File: src/rtl/univ_shift_reg_if.sv
// Bundle of control, data and status signals for the universal shift register.
// The master side drives the operation controls and observes register state;
// the slave side is the shift register itself.
interface univ_shift_reg_if #(
   parameter int WIDTH = 8
);
   localparam int CW = $clog2(WIDTH + 1);

   logic             en;
   logic [1:0]       mode;
   logic             sin;
   logic [WIDTH-1:0] d;
   logic [WIDTH-1:0] q;
   logic             sout;
   logic [CW-1:0]    count;
   logic             full;
   logic             done;

   modport master (
      output en, mode, sin, d,
      input  q, sout, count, full, done
   );

   modport slave (
      input  en, mode, sin, d,
      output q, sout, count, full, done
   );
endinterface

File: src/rtl/univ_shift_reg.sv
// Universal shift register: hold, shift right, shift left and parallel load,
// with optional rotate, a saturating shift counter and a one-cycle pulse when
// the counter first reaches WIDTH after a load or reset.
module univ_shift_reg #(
   parameter int WIDTH  = 8,
   parameter bit ROTATE = 1'b0
) (
   input logic             clk,
   input logic             rst,
   univ_shift_reg_if.slave bus
);
   localparam int            CW    = $clog2(WIDTH + 1);
   localparam logic [CW-1:0] C_SAT = CW'(WIDTH);
   localparam logic [CW-1:0] C_PRE = CW'(WIDTH - 1);

   logic [WIDTH-1:0] r_q;
   logic             r_sout;
   logic [CW-1:0]    r_count;
   logic             r_done;

   logic             w_load;
   logic             w_shr;
   logic             w_shl;
   logic             w_shift;
   logic             w_out_bit;
   logic             w_in_bit;
   logic [WIDTH-1:0] w_q_shifted;

   // Decode the enabled operation and form the shifted register image
   always_comb begin
      w_load      = bus.en && (bus.mode == 2'b11);
      w_shr       = bus.en && (bus.mode == 2'b01);
      w_shl       = bus.en && (bus.mode == 2'b10);
      w_shift     = w_shr || w_shl;
      // Bit leaving the register: MSB for a left shift, LSB otherwise
      w_out_bit   = w_shl ? r_q[WIDTH-1] : r_q[0];
      // In rotate mode the departing bit wraps around and sin is ignored
      w_in_bit    = ROTATE ? w_out_bit : bus.sin;
      w_q_shifted = w_shl ? {r_q[WIDTH-2:0], w_in_bit}
                          : {w_in_bit, r_q[WIDTH-1:1]};
   end

   // Register contents, last shifted-out bit, saturating count and done pulse
   always_ff @(posedge clk or posedge rst) begin
      if (rst) begin
         r_q     <= '0;
         r_sout  <= 1'b0;
         r_count <= '0;
         r_done  <= 1'b0;
      end else begin
         // done is a single-cycle pulse; every edge that is not the
         // WIDTH-1 -> WIDTH transition drops it
         r_done <= 1'b0;
         if (w_load) begin
            r_q     <= bus.d;
            r_sout  <= 1'b0;
            r_count <= '0;
         end else if (w_shift) begin
            r_q    <= w_q_shifted;
            r_sout <= w_out_bit;
            if (r_count != C_SAT) begin
               r_count <= r_count + CW'(1);
            end
            // Only the increment into saturation fires done, so shifting
            // while already saturated never re-triggers it
            r_done <= (r_count == C_PRE);
         end
      end
   end

   assign bus.q     = r_q;
   assign bus.sout  = r_sout;
   assign bus.count = r_count;
   assign bus.done  = r_done;
   // full is a pure decode of the registered count
   assign bus.full  = (r_count == C_SAT);
endmodule
File: src/flat_wrapper.sv
// flat-port wrapper written by rule: the top's interface ports become plain ports
module univ_shift_reg_flat 
#(
   parameter int WIDTH  = 8,
   parameter bit ROTATE = 1'b0
)
  (clk, rst, bus_en, bus_mode, bus_sin, bus_d, bus_q, bus_sout, bus_count, bus_full, bus_done);
  univ_shift_reg_if #(.WIDTH(WIDTH)) bus_i ();
  input logic clk;
  input logic rst;
  input wire logic [$bits(bus_i.en)-1:0] bus_en;
  input wire logic [$bits(bus_i.mode)-1:0] bus_mode;
  input wire logic [$bits(bus_i.sin)-1:0] bus_sin;
  input wire logic [$bits(bus_i.d)-1:0] bus_d;
  output wire logic [$bits(bus_i.q)-1:0] bus_q;
  output wire logic [$bits(bus_i.sout)-1:0] bus_sout;
  output wire logic [$bits(bus_i.count)-1:0] bus_count;
  output wire logic [$bits(bus_i.full)-1:0] bus_full;
  output wire logic [$bits(bus_i.done)-1:0] bus_done;
  assign bus_i.en = bus_en;
  assign bus_i.mode = bus_mode;
  assign bus_i.sin = bus_sin;
  assign bus_i.d = bus_d;
  assign bus_q = bus_i.q;
  assign bus_sout = bus_i.sout;
  assign bus_count = bus_i.count;
  assign bus_full = bus_i.full;
  assign bus_done = bus_i.done;
  univ_shift_reg #(.WIDTH(WIDTH), .ROTATE(ROTATE)) u_core (.clk(clk), .rst(rst), .bus(bus_i));
endmodule
File: config.mk
export PLATFORM = sky130hd
export DESIGN_NAME = univ_shift_reg_flat
export DESIGN_NICKNAME = d
export VERILOG_FILES = /design/src/rtl/univ_shift_reg_if.sv /design/src/rtl/univ_shift_reg.sv /design/src/flat_wrapper.sv
export SDC_FILE = /design/constraint.sdc
export NUM_CORES = 1
export LEC_CHECK = 0
export BUFFER_PORTS_ARGS = -buffer_cell sky130_fd_sc_hd__buf_2
export CORE_MARGIN = 3
export CORE_UTILIZATION = 49
export CTS_BUF_LIST = sky130_fd_sc_hd__clkbuf_16
export DETAILED_ROUTE_END_ITERATION = 6
export PLACE_DENSITY = 0.89
export SLEW_MARGIN = 10
export SYNTH_ARGS = -nofsm -noshare
export SYNTH_HDL_FRONTEND = slang
export SYNTH_SLANG_ARGS = --single-unit
File: constraint.sdc
create_clock -name clk -period 1.45 [get_ports clk]
set_clock_uncertainty 0.05 [all_clocks]
set_input_delay 0.2175 -clock clk [delete_from_list [all_inputs] [get_ports clk]]
set_output_delay 0.2175 -clock clk [all_outputs]
set_load 0.02 [all_outputs]
==> metrics.yaml <==
synthesis:
  ys_top_cells_by_count: "14 x dfrtp_1, 10 x a22o_1, 7 x inv_1"
  synth_edf_count: 0
  synthesis.nets: 103
  ys_types: 33
  yosysMostFrequentCell: "dfrtp_1"
  synthTopCellsByArea: "dfrtp_1 40%, a22o_1 10%, o2111ai_1 4.0%"
  syn_area_per_cell_um2: 10.1
  ys_ff_latch: 14
  ys_seq_area_frac: 0.399
  synth_top_area_cell: "dfrtp_1"
  synth_warnings: 0
  ys.flop_type: "dfrtp_1"
  synthCells: 87
  synth_top_area_frac: 0.399
  async_flop_share: 1.00
  netlist_area_um2: 877
placement:
  place_hpwl_mm: 1.50
  dp.cells: 136
  io_buffers: 28
  finalWeightedCongestion: 0.773
clock_network:
  clock_sinks: 14
  path_clk_slew_ps: 40
  clk_latency_ps: 240
  cts_buffers: 3
  cts.htree.levels: 1
  cts_root_buf: "clkbuf_16"
  clockBufferDepth: 2
  cts_tree: "built"
sta:
  hold_viol_final: 0
  fmax_mhz: 672
  worst_pin_slew_ps: 534
  period_share: 1.03
  relSlewSlack: 0.640
  fin_crit_ps: 1490
  whs_ps: 285
  report.final.slew_viol_count: 0
  rsz0062_at_grt: "yes"
  setup_slack_ps: -37.4
  finalSetupViolCount: 1
layout:
  fin_nets: 139
  instances_no_fill: 145
  final_layout_size_suffix_gt1_frac: 0.364
  antenna_cells: 0
  num-fill-cells: 114
  area_growth_pct: 33.1
setup_path:
  worstPathRequired_ps: 1180
  cp_max_fo: 3
  worst_setup_path_start_kind: "register"
  worst-endpoint-arrival_ps: 1220
  worst_setup_path_end_kind: "output pin"
  critPathKind: "register to output pin"
  worst-r2r-setup-slack_ps: 20
pwr:
  p_leak_nw: 0.570
  finalPower_mw: 1.67
  power_density_mw_per_mm2: 1430
  peakVddDrop_v: 0.00104
detailed_routing:
  dr_wl_met3_um: 111
  dr.pass1.iters: 4
  m1WireLength_um: 993
  routed-wl-met2_mm: 1.03
  remaining_drc_errors: 0
  wl_per_cell_um: 14.9
  wl_mm: 2.17
  antenna_left: 0
  routed.top_layer: "met4"
  viasPerCell: 5.77
  drtIter0Drc: 15
  vias: 836
floorplan:
  die_y_um: 48.3
  die_area_mm2: 0.00233
  coreArea_mm2: 0.00159
  num_rows: 14
  die_w_um: 48.3
  start_util: 0.550
  io_pins: 29
outcome:
  status: "complete, but fails checks"
  violations: "negative setup slack"
hold_path:
  hold_path_class: "input pin to register"
global_route:
  grt_start_max_net_pins: 17
  track_usage: 0.189
  antenna_found_initial: 0
  grt_pass1_vias: 782
  grt_pass1_wl_mm: 3.59
  overflow: 0
job:
  max_cap_viol_count: 0
==> sequential cells by signal (all words and copies together), names as in the netlist <==
name	cells
u_core.bus.count	4
u_core.bus.done	1
u_core.bus.q	8
u_core.bus.sout	1
==> power by group <==
group,switching (mW),internal (mW),total (mW)
sequential,0.0922,0.477,0.569
combinational,0.330,0.264,0.593
clock,0.146,0.360,0.505
==> critical path, cell delays in order, from the launching register on <==
cell and delay [ps]:
dfrtp_1 390, inv_1 70, ha_2 170, nand3b_1 130, inv_2 110, buf_6 120
==> timing repair <==
item / 4_1_cts / 5_1_grt
hold buffers: 1 / 0
buffers inserted: 3 / 2
hold endpoints to repair: 14 / 0
gates resized for setup: 2 / 2
pin swaps: 0 / 3
endpoints found under the setup margin: 2 / 2
==> routing by layer <==
layer / vias to the layer above / global-route usage
li1: 406 / -
met1: 400 / 0.258
met2: 26 / 0.300
met3: 4 / 0.0337
met4: 0 / 0.0711
met5: - / 0
==> cell usage in the layout, fill, tap and decap left out, types with 2 or more instances in the layout <==
master      n
buf_2      27
dfrtp_1    14
a22o_1     10
buf_4       9
inv_1       6
a21oi_1     5
o21ai_0     4
o2111ai_1   4
nand2_1     3
mux2_1      3
o22a_1      3
nand2b_1    3
o221ai_1    3
clkbuf_16   3
o21a_1      2
==> cells by family after synthesis <==
family / after synthesis / synth area share
compound gates: 38 / 0.332
buf+inv: 14 / 0.0770
simple gates: 14 / 0.0956
flops: 14 / 0.399
mux: 4 / 0.0556
fa+ha+maj: 3 / 0.0399
==> stage by stage <==
stage	TNS, ps	worst slack (ps)	utilization	area (um^2)
after floorplan	0	19.5	-	877
after global placement	0	81.4	0.650	1040
after detailed placement	0	3.77	0.650	1040
after CTS	-1.64	-1.64	0.721	1150
after global routing	-178	-103	0.732	1170
final	-37.4	-37.4	0.732	1170
==> final timing paths <==
check                                     from  cells after the start                  end
max in group asynchronous                  rst                      3      u_core.bus.q[6]
min in group asynchronous                  rst                      3      u_core.bus.q[1]
setup reg to reg           u_core.bus.count[0]                      7  u_core.bus.count[1]
hold reg to reg                u_core.bus.sout                      1      u_core.bus.sout
setup / recovery           u_core.bus.count[0]                      5             bus_full
hold / removal                     bus_mode[0]                      2      u_core.bus.q[6]
==> cell type report <==
type | count | area, um^2 | share of cell area
Timing Repair Buffer | 38 | 224 | 0.192
Inverter | 7 | 26.3 | 0.0225
Tap cell | 24 | 30.0 | 0.0257
Clock buffer | 3 | 75.1 | 0.0643
Sequential cell | 14 | 350 | 0.300
Multi-Input combinational cell | 59 | 462 | 0.395
Note: power is estimated with default switching activity, not from simulation.
